## src/rtl/move_sched_pkg.sv

```systemverilog
// Shared definitions for the player-sprite movement scheduler:
// direction codes, scheduler states, owner codes and direction helpers.
package move_pkg;

    localparam logic [3:0] DIR_L    = 4'b1000;
    localparam logic [3:0] DIR_R    = 4'b0001;
    localparam logic [3:0] DIR_U    = 4'b0100;
    localparam logic [3:0] DIR_D    = 4'b0010;
    localparam logic [3:0] DIR_NONE = 4'b0000;

    typedef enum logic [1:0] {
        IDLE   = 2'd0,
        KBD    = 2'd1,
        BT     = 2'd2,
        FREEZE = 2'd3
    } state_t;

    localparam logic [1:0] OWN_NONE = 2'b00;
    localparam logic [1:0] OWN_KBD  = 2'b01;
    localparam logic [1:0] OWN_BT   = 2'b10;
    localparam logic [1:0] OWN_FRZ  = 2'b11;

    function automatic logic dir_valid(input logic [3:0] d);
        return (d == DIR_L) || (d == DIR_R) || (d == DIR_U) || (d == DIR_D);
    endfunction

    // Bit reversal swaps L<->R and U<->D; NONE maps to NONE.
    function automatic logic [3:0] dir_opposite(input logic [3:0] d);
        return {d[0], d[1], d[2], d[3]};
    endfunction

endpackage

```

## src/rtl/move_sched_if.sv

```systemverilog
// Direction request / grant bundle between the input decoders, the
// scheduler and the X/Y position updaters.
interface move_sched_if;
    logic [3:0] kbd_dir;
    logic [3:0] bt_dir;
    logic       bt_valid;
    logic       collide;
    logic       tick;
    logic [3:0] dir;
    logic       ena;
    logic [1:0] owner;

    modport master (
        output kbd_dir, bt_dir, bt_valid, collide,
        input  tick, dir, ena, owner
    );

    modport slave (
        input  kbd_dir, bt_dir, bt_valid, collide,
        output tick, dir, ena, owner
    );
endinterface

```

## src/rtl/move_sched_tick_gen.sv

```systemverilog
// Free-running W-bit divider; tick is high for the one cycle the counter is
// all-ones, giving a period of 2^W clk cycles.
module tick_gen #(
    parameter int W = 21
) (
    input  logic clk,
    input  logic rst,
    output logic tick
);
    // One count short of wrap: tick is registered so it lines up with all-ones.
    localparam logic [W-1:0] PRE_WRAP = ~(W'(1));

    logic [W-1:0] cnt_r;

    // Divider and registered wrap pulse.
    always_ff @(posedge clk or posedge rst) begin
        if (rst) begin
            cnt_r <= '0;
            tick  <= 1'b0;
        end else begin
            cnt_r <= cnt_r + W'(1);
            tick  <= (cnt_r == PRE_WRAP);
        end
    end
endmodule

```

## src/rtl/move_sched.sv

```systemverilog
// Player-sprite movement scheduler: arbitrates keyboard and Bluetooth
// requests once per frame tick. Optional macro REVERSE_GAP_EN inserts a
// one-frame stop before a direct reversal.
module move_sched
    import move_pkg::*;
#(
    parameter int TICK_W       = 21,
    parameter int BT_HOLD      = 8,
    parameter int FREEZE_TICKS = 30
) (
    input logic         clk,
    input logic         rst,
    move_sched_if.slave bus
);
    localparam int CMAX = (BT_HOLD > FREEZE_TICKS) ? BT_HOLD : FREEZE_TICKS;
    localparam int CW   = (CMAX < 1) ? 1 : $clog2(CMAX + 1);
    localparam logic [CW-1:0] HOLD_LD = CW'(BT_HOLD);
    localparam logic [CW-1:0] FRZ_LD  = CW'(FREEZE_TICKS);

    state_t        state_r, state_s;
    logic [CW-1:0] cnt_r, cnt_s;
    logic [3:0]    dir_r, dir_s;
    logic          ena_r, ena_s;
    logic [1:0]    owner_r, owner_s;
    logic [3:0]    bt_act_r, bt_act_s;
    logic [3:0]    bt_cmd_r;
    logic          bt_pend_r;
    logic          bt_clr_s;
    logic          tick_s;
    logic          kbd_ok_s;
    logic [3:0]    kbd_grant_s;
    logic [3:0]    bt_grant_s;

    tick_gen #(.W(TICK_W)) u_tick (
        .clk  (clk),
        .rst  (rst),
        .tick (tick_s)
    );

    assign kbd_ok_s = dir_valid(bus.kbd_dir);

`ifdef REVERSE_GAP_EN
    assign kbd_grant_s = (bus.kbd_dir == dir_opposite(dir_r)) ? DIR_NONE : bus.kbd_dir;
    assign bt_grant_s  = (bt_cmd_r    == dir_opposite(dir_r)) ? DIR_NONE : bt_cmd_r;
`else
    assign kbd_grant_s = bus.kbd_dir;
    assign bt_grant_s  = bt_cmd_r;
`endif

    // Next-frame state and outputs; only committed on tick cycles.
    always_comb begin
        state_s  = state_r;
        cnt_s    = cnt_r;
        dir_s    = dir_r;
        ena_s    = ena_r;
        owner_s  = owner_r;
        bt_act_s = bt_act_r;
        bt_clr_s = 1'b0;
        if (bus.collide && (state_r != FREEZE)) begin
            state_s  = FREEZE;
            cnt_s    = FRZ_LD;
            dir_s    = DIR_NONE;
            ena_s    = 1'b1;
            owner_s  = OWN_FRZ;
            bt_clr_s = 1'b1;
        end else begin
            case (state_r)
                IDLE: begin
                    if (kbd_ok_s) begin
                        state_s = KBD;
                        dir_s   = bus.kbd_dir;
                        owner_s = OWN_KBD;
                    end else if (bt_pend_r) begin
                        state_s  = BT;
                        cnt_s    = HOLD_LD;
                        dir_s    = bt_cmd_r;
                        bt_act_s = bt_cmd_r;
                        owner_s  = OWN_BT;
                        bt_clr_s = 1'b1;
                    end else begin
                        dir_s = DIR_NONE;
                    end
                end
                KBD: begin
                    if (kbd_ok_s) begin
                        dir_s = kbd_grant_s;
                    end else begin
                        state_s = IDLE;
                        dir_s   = DIR_NONE;
                        owner_s = OWN_NONE;
                    end
                end
                BT: begin
                    if (kbd_ok_s) begin
                        state_s = KBD;
                        dir_s   = kbd_grant_s;
                        owner_s = OWN_KBD;
                    end else if (bt_pend_r) begin
                        cnt_s    = HOLD_LD;
                        dir_s    = bt_grant_s;
                        bt_act_s = bt_cmd_r;
                        bt_clr_s = 1'b1;
                    end else if (cnt_r == '0) begin
                        state_s = IDLE;
                        dir_s   = DIR_NONE;
                        owner_s = OWN_NONE;
                    end else begin
                        // bt_act_r restores the direction after a reversal gap.
                        cnt_s = cnt_r - CW'(1);
                        dir_s = bt_act_r;
                    end
                end
                FREEZE: begin
                    if (cnt_r != '0) begin
                        cnt_s = cnt_r - CW'(1);
                    end else if (bus.collide) begin
                        cnt_s    = FRZ_LD;
                        bt_clr_s = 1'b1;
                    end else begin
                        state_s = IDLE;
                        ena_s   = 1'b0;
                        owner_s = OWN_NONE;
                    end
                end
                default: begin
                    state_s = IDLE;
                    cnt_s   = '0;
                    dir_s   = DIR_NONE;
                    ena_s   = 1'b0;
                    owner_s = OWN_NONE;
                end
            endcase
        end
    end

    // Frame-rate state register; outputs stay stable across a frame.
    always_ff @(posedge clk or posedge rst) begin
        if (rst) begin
            state_r  <= IDLE;
            cnt_r    <= '0;
            dir_r    <= DIR_NONE;
            ena_r    <= 1'b0;
            owner_r  <= OWN_NONE;
            bt_act_r <= DIR_NONE;
        end else if (tick_s) begin
            state_r  <= state_s;
            cnt_r    <= cnt_s;
            dir_r    <= dir_s;
            ena_r    <= ena_s;
            owner_r  <= owner_s;
            bt_act_r <= bt_act_s;
        end
    end

    // Bluetooth capture on any clk; a same-cycle strobe wins over the frame's clear.
    always_ff @(posedge clk or posedge rst) begin
        if (rst) begin
            bt_cmd_r  <= DIR_NONE;
            bt_pend_r <= 1'b0;
        end else if (bus.bt_valid && dir_valid(bus.bt_dir)) begin
            bt_cmd_r  <= bus.bt_dir;
            bt_pend_r <= 1'b1;
        end else if (tick_s && bt_clr_s) begin
            bt_pend_r <= 1'b0;
        end
    end

    assign bus.tick  = tick_s;
    assign bus.dir   = dir_r;
    assign bus.ena   = ena_r;
    assign bus.owner = owner_r;
endmodule

```

## src/flat_wrapper.sv

```systemverilog
// flat-port wrapper written by rule: the top's interface ports become plain ports
module move_sched_flat import move_pkg::*;
#(
    parameter int TICK_W       = 21,
    parameter int BT_HOLD      = 8,
    parameter int FREEZE_TICKS = 30
)
  (clk, rst, bus_kbd_dir, bus_bt_dir, bus_bt_valid, bus_collide, bus_tick, bus_dir, bus_ena, bus_owner);
  move_sched_if bus_i ();
  input logic clk;
  input logic rst;
  input wire logic [$bits(bus_i.kbd_dir)-1:0] bus_kbd_dir;
  input wire logic [$bits(bus_i.bt_dir)-1:0] bus_bt_dir;
  input wire logic [$bits(bus_i.bt_valid)-1:0] bus_bt_valid;
  input wire logic [$bits(bus_i.collide)-1:0] bus_collide;
  output wire logic [$bits(bus_i.tick)-1:0] bus_tick;
  output wire logic [$bits(bus_i.dir)-1:0] bus_dir;
  output wire logic [$bits(bus_i.ena)-1:0] bus_ena;
  output wire logic [$bits(bus_i.owner)-1:0] bus_owner;
  assign bus_i.kbd_dir = bus_kbd_dir;
  assign bus_i.bt_dir = bus_bt_dir;
  assign bus_i.bt_valid = bus_bt_valid;
  assign bus_i.collide = bus_collide;
  assign bus_tick = bus_i.tick;
  assign bus_dir = bus_i.dir;
  assign bus_ena = bus_i.ena;
  assign bus_owner = bus_i.owner;
  move_sched #(.TICK_W(TICK_W), .BT_HOLD(BT_HOLD), .FREEZE_TICKS(FREEZE_TICKS)) u_core (.clk(clk), .rst(rst), .bus(bus_i));
endmodule
```

## config.mk

```make
export PLATFORM = sky130hd
export DESIGN_NAME = move_sched_flat
export DESIGN_NICKNAME = d
export VERILOG_FILES = /design/src/rtl/move_sched_pkg.sv /design/src/rtl/move_sched_if.sv /design/src/rtl/move_sched_tick_gen.sv /design/src/rtl/move_sched.sv /design/src/flat_wrapper.sv
export SDC_FILE = /design/constraint.sdc
export NUM_CORES = 1
export LEC_CHECK = 0
export BUFFER_PORTS_ARGS = -buffer_cell sky130_fd_sc_hd__buf_2
export CAP_MARGIN = 0
export CORE_ASPECT_RATIO = 0.5
export CORE_MARGIN = 2
export CORE_UTILIZATION = 30
export CTS_CLUSTER_DIAMETER = 100
export DETAILED_ROUTE_END_ITERATION = 10
export PLACE_DENSITY_LB_ADDON = 0.25
export SYNTH_ARGS = -nofsm -noshare
export SYNTH_HDL_FRONTEND = slang
export SYNTH_SLANG_ARGS = --single-unit
```

## constraint.sdc

```tcl
create_clock -name clk -period 2.15 [get_ports clk]
set_input_delay 0.43 -clock clk [delete_from_list [all_inputs] [get_ports clk]]
set_output_delay 0.43 -clock clk [all_outputs]
set_load 0.03 [all_outputs]
```

==> flow_summary.yaml, run 1 <==
outcome:
  status: "complete, no violations"
synthesis:
  synth-main-ff-cell: "dfrtp_1"
  synthAdderAreaFrac: 0.0378
  synth_cell_types: 48
  synth_compound_area_frac: 0.139
  synth_edf_count: 0
  ys_ff_latch: 43
  synthArstFlopShare: 1.00
  yosysSeqAreaShare: 0.465
  synth-simple-area-share: 0.191
  syn_nets: 247
  synth-xor-area-share: 0.0832
  synth_warnings: 0
  synth_top_family_by_area: "simple AND/OR/NAND/NOR gates"
  muxShareOfSynthArea: 0.0530
  avgSynthCellArea_um2: 10.2
  syn_inst: 228
  syn_area_um2: 2310
global_route:
  grt_first_pass_wirelength_um: 8540
  grt_util_met1: 0.169
  gr-usage-all-layers: 0.126
  first_global_vias: 1855
  antenna_found_initial: 0
  gr-usage-met3: 0.0348
  gr-usage-met2: 0.199
  busiest_layer: "met2"
  overflow: 0
  grt_start_max_net_pins: 18
power:
  swShare: 0.224
  power_frac_clock: 0.475
  combPwrFrac: 0.069
  p_int_w: 0.00144
  peakVddDrop_v: 0.000293
  p_leak_nw: 1.39
  sequentialPowerShare: 0.456
  p_sw_w: 0.000415
  p_total_w: 0.00186
  pwr_density_cell_nw_per_um2: 640
critical_path:
  worst-path-max-fanout: 4
  startpoint_type: "flip-flop"
  path_class: "flip-flop to flip-flop"
  r2r_setup_slack_ps: 90
  endpoint_kind: "flip-flop"
  worstPathRequired_ps: 2330
  r2r_start: "u_core.cnt_r[1]"
  regToRegEndpoint: "u_core.bus.dir[2]"
  cp.arrival_ps: 2230
  r2r_cells: 7
final_layout:
  diodes: 0
  areaGrowthSynthToFinish_pct: 25.3
  nFillCells: 710
  drive_gt1_frac: 0.288
  layout.nets: 292
  layout.cells.non_filler: 370
drt:
  vias: 1833
  drcViolationCount: 0
  vias_per_cell: 4.95
  wl_per_cell_um: 13.1
  routed_wl_um: 4850
  drt_iter0_drc: 102
  firstDrtPassIters: 4
  drtAntennaViolNets: 0
sta:
  slew_violations: 0
  rsz0062_at_grt: "true"
  clock.fmax_ghz: 0.486
  period_share: 0.958
  finalSetupViolations: 0
  finClkSkew_ps: 8.45
  worstMarginPinSlew_ps: 696
  max_slew_margin: 0.535
  final_hold_viol_count: 0
  min_period_ps: 2060
clock_network:
  clk_pin_slew_ps: 60
  clkLatencyLatePin_ps: 290
  cts_tree: "done"
  hold_buffers: 0
  clk_path_buf_depth: 2
  clockRootBuffer: "clkbuf_16"
  cts_inserted_buffers: 5
  cts_num_sinks: 43
  postCtsSetupRepairBufs: 0
  htree_levels: 2
floorplan:
  die_area_um2: 8480
  die_x_um: 128
  die_height_um: 66.1
  core_area_um2: 7400
  start_util: 0.313
  io_pins: 20
  fp-row-count: 22
place:
  dp_cells: 362
  io_buffers: 19
  dp_hpwl_um: 3660
  place.gp.congestion: 0.833
flow_run:
  maxCapViolCount: 0
min_path:
  hold_class: "input port to asynchronous set/reset pin"
==> critical path, cell delays in order (launching register included) <==
cell	delay [ps]
dfrtp_1	380
inv_2	60
ha_2	170
or4b_4	500
and3_1	240
a221oi_1	320
nor2_1	80
a22o_1	200
==> placed cells by master (no fill, tap or decap), types with 3 or more instances in the layout <==
| master | Yosys | routed |
|---|---|---|
| inv_1 | 12 | 10 |
| o21bai_1 | 3 | 3 |
| xnor2_1 | 7 | 7 |
| nand2_1 | 14 | 14 |
| and3_1 | 4 | 4 |
| buf_2 | 0 | 19 |
| xor2_1 | 15 | 15 |
| dfrtp_1 | 43 | 41 |
| nor2_1 | 25 | 25 |
| a21oi_1 | 3 | 3 |
| or2_2 | 3 | 3 |
| nand3_1 | 8 | 8 |
| a22o_1 | 3 | 3 |
| a221oi_1 | 3 | 3 |
| nor3b_1 | 3 | 3 |
| o21ai_0 | 13 | 13 |
| nor3_1 | 5 | 5 |
| mux2_2 | 10 | 10 |
| nor2b_1 | 3 | 3 |
| buf_4 | 0 | 23 |
| nand4_1 | 5 | 5 |
| clkbuf_16 | 0 | 5 |
| ha_1 | 7 | 6 |
==> registers in the layout, indices dropped and copies added (netlist names) <==
signal,flops
u_core.bus.owner,2
u_core.bt_cmd_r,4
u_core.bt_pend_r,1
u_core.u_tick.tick,1
u_core.bt_act_r,4
u_core.u_tick.cnt_r,21
u_core.bus.ena,1
u_core.bus.dir,4
u_core.cnt_r,5
==> worst max path at each step <==
stage | startpoint | slack (ps) | to | depth (start not counted)
global placement | bus_kbd_dir[2] | 1 | u_core.cnt_r[0] | 6
floorplan | u_core.bus.owner[0] | 8 | u_core.cnt_r[0] | 6
CTS | u_core.cnt_r[1] | 7 | u_core.bus.owner[1] | 8
finish | u_core.cnt_r[1] | 90 | u_core.bus.dir[2] | 7
detailed placement | bus_kbd_dir[2] | -40 | u_core.cnt_r[0] | 6
global route | u_core.cnt_r[1] | -50 | u_core.bus.dir[3] | 7
==> Yosys cell counts (4+ instances only) <==
master	count	share of area
nand4_1	5	0.014
xnor2_1	7	0.026
inv_1	12	0.019
xor2_1	15	0.057
nand3_1	8	0.017
dfrtp_1	43	0.46
nand2_1	14	0.023
ha_1	7	0.038
mux2_2	10	0.049
clkbuf_1	4	0.0065
and3_1	4	0.011
nor3_1	5	0.011
o21ai_0	13	0.028
nor2_1	25	0.041
==> power groups by stage <==
stage	clock network, W	registers, W	logic [W]
after floorplan	0	0.000864	0.0000759
after global placement	0	0.000861	0.000127
after detailed placement	0	0.000862	0.000130
after CTS	0.000902	0.000847	0.000131
after global routing	0.000935	0.000850	0.000146
final	0.000882	0.000846	0.000129
==> metrics by stage <==
stage	utilization	hold slack, ps	setup slack, ps	setup TNS, ps	instance area (µm²)
after CTS	0.388	282	6.85	0	2880
final	0.392	245	90.9	0	2900
after global placement	0.364	451	1.13	0	2700
after global routing	0.392	300	-46.7	-102	2900
after floorplan	-	435	7.59	0	2320
after detailed placement	0.364	455	-35.6	-63.6	2700
==> routing by layer <==
metal / vias to the layer above / share of wire
met5: - / 0
met4: 0 / 0.014
met3: 9 / 0.048
met2: 32 / 0.46
met1: 888 / 0.48
li1: 904 / -
==> kinds of logic after synthesis <==
logic type,after synthesis
muxes,11
AOI/OAI and AO/OA,45
buffers and inverters,17
adders and majority gates,7
and+or+nand+nor,83
DFF,43
xor gates and xnor gates,22
==> layout make-up <==
type / count / area [µm²] / share of cell area
clock buffers: 5 / 125 / 0.0431
clock inverters: 3 / 46.3 / 0.0160
inverters: 12 / 45.0 / 0.0155
multi-input cells: 168 / 1200 / 0.413
flip-flops and latches: 43 / 1080 / 0.372
well taps: 96 / 120 / 0.0414
repair buffers: 43 / 288 / 0.0992
==> repair_timing <==
item / in CTS / in global routing
pin swaps: 0 / 4
resized for setup: 1 / 6
setup endpoints to repair: 3 / 7
(Power assumes the default switching activity.)
==> run 2, diff against run 1 <==
--- a/config.mk
+++ b/config.mk
@@ -9,7 +9,7 @@
 export CAP_MARGIN = 0
 export CORE_ASPECT_RATIO = 0.5
 export CORE_MARGIN = 2
-export CORE_UTILIZATION = 30
+export CORE_UTILIZATION = 53
 export CTS_CLUSTER_DIAMETER = 100
 export DETAILED_ROUTE_END_ITERATION = 10
 export PLACE_DENSITY_LB_ADDON = 0.25
==> flow_summary.yaml, run 2 (same netlist as run 1, synthesis figures left out) <==
final_layout:
  reg.largest.list: "u_core.u_tick.cnt_r: 21 flops, u_core.cnt_r: 5 flops"
  fin_util: 0.677
  largest_register_ffs: 21
  layout.nets: 287
  drive_gt1_frac: 0.261
  mostFrequentLayoutCell: "dfrtp_1"
  top_register: "u_core.u_tick.cnt_r"
  areaGrowthSynthToFinish_pct: 18.3
  nFillCells: 332
  seq_area_um2: 1080
  diodes: 0
  multi_input_area_um2: 1190
  final_cell_mix: "41 x dfrtp_1, 25 x nor2_1, 19 x buf_2, 18 x buf_4, 15 x xor2_1"
critical_path:
  endpoint_kind: "flip-flop"
  critPathMaxStageDelay_ps: 430
  critPathTopFamily: "simple AND/OR/NAND/NOR gates"
  r2r_setup_slack_ps: 90
  regToRegEndpoint: "u_core.cnt_r[0]"
  cp_slowest_cell: "dfrtp_2"
  cp.arrival_ps: 2250
  path_class: "flip-flop to flip-flop"
  crit_chain: "ha_1 > inv_2 > nand2_1 > and3_2 > nor4_4 > mux2_2"
  r2r_start: "u_core.bus.owner[0]"
  r2r_cells: 6
  worstPathRequired_ps: 2340
  worst-path-max-fanout: 5
  critPathBufInv: 1
  startpoint_type: "flip-flop"
power:
  sequentialPowerShare: 0.528
  p_leak_nw: 1.33
  p_total_w: 0.00161
  combPwrFrac: 0.083
  peakVddDrop_v: 0.000263
  p_sw_w: 0.000374
  pwr_density_cell_nw_per_um2: 587
  swShare: 0.233
  p_int_w: 0.00123
  power_frac_clock: 0.389
floorplan:
  fp-row-count: 16
  start_util: 0.572
  io_pins: 20
  core_area_um2: 4040
  die_area_um2: 4940
  die_x_um: 97.5
  die_height_um: 50.7
sta:
  clock.fmax_ghz: 0.485
  min_period_ps: 2060
  worstMarginPinSlew_ps: 634
  finClkSkew_ps: 4.66
  period_share: 0.960
  finalSetupViolations: 0
  setup_tns_ps: 0
  final_hold_viol_count: 0
  max_slew_margin: 0.573
  slew_violations: 0
place:
  dp_hpwl_um: 3590
  io_buffers: 19
  place.gp.congestion: 0.955
drt:
  drt_iter0_drc: 61
  routed_wl_um: 4770
  firstDrtPassIters: 4
  vias_per_cell: 5.61
  vias: 1806
  drcViolationCount: 0
  wl_per_cell_um: 14.8
  drtAntennaViolNets: 0
global_route:
  overflow: 0
  gr-usage-all-layers: 0.213
  antenna_found_initial: 0
  grt_start_max_net_pins: 31
  grt_first_pass_wirelength_um: 8220
  first_global_vias: 1783
clock_network:
  cts_num_sinks: 43
  htree_levels: 2
  cts_inserted_buffers: 5
  cts_tree: "done"
  clk_path_buf_depth: 2
  hold_buffers: 0
  clkLatencyLatePin_ps: 300
  clk_pin_slew_ps: 80
  clockRootBuffer: "clkbuf_8"
min_path:
  hold_class: "input port to asynchronous set/reset pin"
flow_run:
  maxCapViolCount: 0
outcome:
  status: "complete, no violations"
-- run 2: cell type report --
class / instances / share of cell area
Clock inverter: 2 / 0.0137
Inverter: 12 / 0.0165
Multi-Input combinational cell: 168 / 0.435
Tap cell: 54 / 0.0247
Clock buffer: 5 / 0.0251
Sequential cell: 43 / 0.394
Timing Repair Buffer: 38 / 0.0914
-- run 2: repair_timing --
action | in CTS | in global routing
buffers inserted | 0 | 1
gates resized for setup | 0 | 4
endpoints found under the setup margin | 0 | 8
endpoints found under the hold margin | 0 | 0
-- run 2: worst max-delay path by stage --
| stage | start | endpoint | slack [ps] | cells after the start |
|---|---|---|---|---|
| CTS | u_core.cnt_r[1] | u_core.bus.dir[2] | 10 | 7 |
| finish | u_core.bus.owner[0] | u_core.cnt_r[0] | 90 | 6 |
| floorplan | u_core.bus.owner[0] | u_core.cnt_r[0] | 8 | 6 |
| global placement | bus_kbd_dir[2] | u_core.cnt_r[0] | -10 | 6 |
| global route | u_core.bus.owner[0] | u_core.cnt_r[0] | -5 | 6 |
| detailed placement | bus_kbd_dir[2] | u_core.cnt_r[0] | -90 | 6 |
-- run 2: power groups by stage --
| stage | combinational, W | clock (W) | sequential [W] |
|---|---|---|---|
| after floorplan | 0.0000759 | 0 | 0.000864 |
| after global placement | 0.000124 | 0 | 0.000861 |
| after detailed placement | 0.000129 | 0 | 0.000862 |
| after CTS | 0.000130 | 0.000640 | 0.000846 |
| after global routing | 0.000147 | 0.000681 | 0.000851 |
| final | 0.000133 | 0.000624 | 0.000848 |
-- run 2: layer usage --
metal | routed length (µm) | vias up | part of all wire | GRT usage
met5 | 0 | - | 0 | 0
met4 | 41 | 0 | 0.0086 | 0.0556
met3 | 230 | 6 | 0.048 | 0.0543
met2 | 2160 | 37 | 0.45 | 0.349
met1 | 2340 | 867 | 0.49 | 0.287
li1 | - | 896 | - | -
-- run 2: stage by stage --
| step | hold WS [ps] | std cells | instance area, µm² | setup WS, ps |
|---|---|---|---|---|
| floorplan | 435 | 228 | 2320 | 7.59 |
| global placement | 450 | 314 | 2600 | -9.60 |
| detailed placement | 459 | 314 | 2600 | -89.7 |
| CTS | 184 | 321 | 2710 | 14.7 |
| global route | 217 | 322 | 2740 | -4.55 |
| finish | 170 | 322 | 2740 | 86.2 |
==> run 3, diff against run 2 <==
--- a/config.mk
+++ b/config.mk
@@ -7,9 +7,9 @@
 export LEC_CHECK = 0
 export BUFFER_PORTS_ARGS = -buffer_cell sky130_fd_sc_hd__buf_2
 export CAP_MARGIN = 0
-export CORE_ASPECT_RATIO = 0.5
+export CORE_ASPECT_RATIO = 0.8
 export CORE_MARGIN = 2
-export CORE_UTILIZATION = 53
+export CORE_UTILIZATION = 60
 export CTS_CLUSTER_DIAMETER = 100
 export DETAILED_ROUTE_END_ITERATION = 10
 export PLACE_DENSITY_LB_ADDON = 0.25
==> constraint.sdc (replaced) <==
create_clock -name clk -period 2.6 [get_ports clk]
set_input_delay 0.52 -clock clk [delete_from_list [all_inputs] [get_ports clk]]
set_output_delay 0.52 -clock clk [all_outputs]
set_load 0.03 [all_outputs]
==> flow_summary.yaml, run 3 (same netlist as run 1, synthesis figures left out) <==
critical_path:
  cp_slowest_cell: "or4b_1"
  startpoint_type: "flip-flop"
  critPathBufInv: 1
  path_class: "flip-flop to flip-flop"
  crit_chain: "inv_1 > ha_1 > or4b_1 > and3_1 > a221oi_1 > nor2_1 > a22o_1"
  worst-path-max-fanout: 6
  worstPathRequired_ps: 2790
  critPathMaxStageDelay_ps: 590
  endpoint_kind: "flip-flop"
  cp.arrival_ps: 2440
  critPathTopFamily: "simple AND/OR/NAND/NOR gates"
place:
  dp_hpwl_um: 3070
  placed_area_um2: 2480
  place.gp.congestion: 0.856
  io_buffers: 19
global_route:
  grt_start_max_net_pins: 44
  overflow: 0
  grt_first_pass_wirelength_um: 7200
  first_global_vias: 1581
  antenna_found_initial: 0
  gr-usage-all-layers: 0.219
floorplan:
  start_util: 0.617
  io_pins: 20
  die_area_um2: 4370
  die_height_um: 59.6
  fp-row-count: 20
  die_x_um: 73.4
  core_area_um2: 3750
clock_network:
  cts_inserted_buffers: 5
  cts_num_sinks: 43
  cts_tree: "done"
  clockRootBuffer: "clkbuf_8"
  htree_levels: 2
  hold_buffers: 0
  clkLatencyLatePin_ps: 300
  cts_resized: 0
  clk_path_buf_depth: 2
  clk_pin_slew_ps: 90
  postCtsSetupRepairBufs: 0
drt:
  drtAntennaViolNets: 0
  drt_iter0_drc: 114
  firstDrtPassIters: 4
  wl_per_cell_um: 14.5
  routed_wl_um: 4350
  vias_per_cell: 5.81
  vias: 1738
  drcViolationCount: 0
final_layout:
  drive_gt1_frac: 0.196
  mostFrequentLayoutCell: "dfrtp_1"
  final_cell_mix: "43 x dfrtp_1, 25 x nor2_1, 19 x buf_2, 15 x xor2_1, 14 x nand2_1"
  layout.nets: 273
  diodes: 0
  largest_register_ffs: 21
  design_area_um2: 2590
  areaGrowthSynthToFinish_pct: 11.8
  nFillCells: 295
  top_register: "u_core.u_tick.cnt_r"
  reg.largest.list: "u_core.u_tick.cnt_r: 21 flops, u_core.cnt_r: 5 flops"
power:
  p_int_w: 0.00101
  p_leak_nw: 1.26
  p_sw_w: 0.000299
  sequentialPowerShare: 0.531
  peakVddDrop_v: 0.000367
  combPwrFrac: 0.074
  power_frac_clock: 0.395
  pwr_density_cell_nw_per_um2: 507
  swShare: 0.228
sta:
  whs_ps: 341
  final_hold_viol_count: 0
  finalSetupViolations: 0
  min_period_ps: 2250
  setup_tns_ps: 0
  finClkSkew_ps: 6.25
  max_slew_margin: 0.602
  worstMarginPinSlew_ps: 591
  rsz0062_at_grt: "false"
  clock.fmax_ghz: 0.444
  period_share: 0.866
  slew_violations: 0
outcome:
  status: "complete, no violations"
flow_run:
  maxCapViolCount: 0
min_path:
  hold_class: "input port to asynchronous set/reset pin"
==> run 3: cell types whose count changed in the layout (fill, tap and decap cells not counted), sizes merged <==
cell / previous run / this run
clkinv: 0 / 2
clkinvlp: 1 / 0
buf: 38 / 24
==> run 3: cell type report <==
cell class                      count  area, µm²  area share
Multi-Input combinational cell    168       1170       0.451
Sequential cell                    43       1080       0.416
Timing Repair Buffer               24        133      0.0512
Clock buffer                        5       68.8      0.0266
Tap cell                           44       55.1      0.0213
Inverter                           12       45.0      0.0174
Clock inverter                      3       43.8      0.0169
==> run 3: metrics by stage <==
stage	utilization	setup slack (ps)	power [W]	instances
2_1_floorplan	-	377	0.000777	228
3_3_place_gp	0.660	332	0.000807	291
3_5_place_dp	0.660	287	0.000810	291
4_1_cts	0.690	389	0.00133	299
5_1_grt	0.690	241	0.00137	299
6_report	0.690	349	0.00131	299
==> run 3: worst paths after layout <==
kind / to / slack (ps) / cells past startpoint / from
worst max-delay path: u_core.bus.dir[3] / 350 / 7 / u_core.cnt_r[0]
worst min-delay path: u_core.u_tick.cnt_r[2] / 340 / 3 / rst
worst max register to register: u_core.bus.dir[3] / 350 / 7 / u_core.cnt_r[0]
worst min register to register: u_core.u_tick.cnt_r[12] / 470 / 1 / u_core.u_tick.cnt_r[12]
max in group asynchronous: u_core.bus.owner[0] / 1900 / 3 / rst
min in group clk: u_core.u_tick.cnt_r[12] / 470 / 1 / u_core.u_tick.cnt_r[12]
==> run 3: routing by layer <==
layer	share of wire	track usage
met5	0	0
met4	0.015	0.0857
met1	0.52	0.321
met3	0.046	0.0459
met2	0.42	0.319
==> run 3: tightest hold or removal path, delay by kind of cell <==
kind                   cells  cell delay (ps)
buffers and inverters      3              580
==> run 3: power groups by stage <==
stage / sequential (W) / clock (W) / combinational [W]
floorplan: 0.000714 / 0 / 0.0000627
global placement: 0.000711 / 0 / 0.0000957
detailed placement: 0.000712 / 0 / 0.0000979
CTS: 0.000698 / 0.000531 / 0.0000985
global route: 0.000701 / 0.000563 / 0.000110
finish: 0.000698 / 0.000518 / 0.0000976
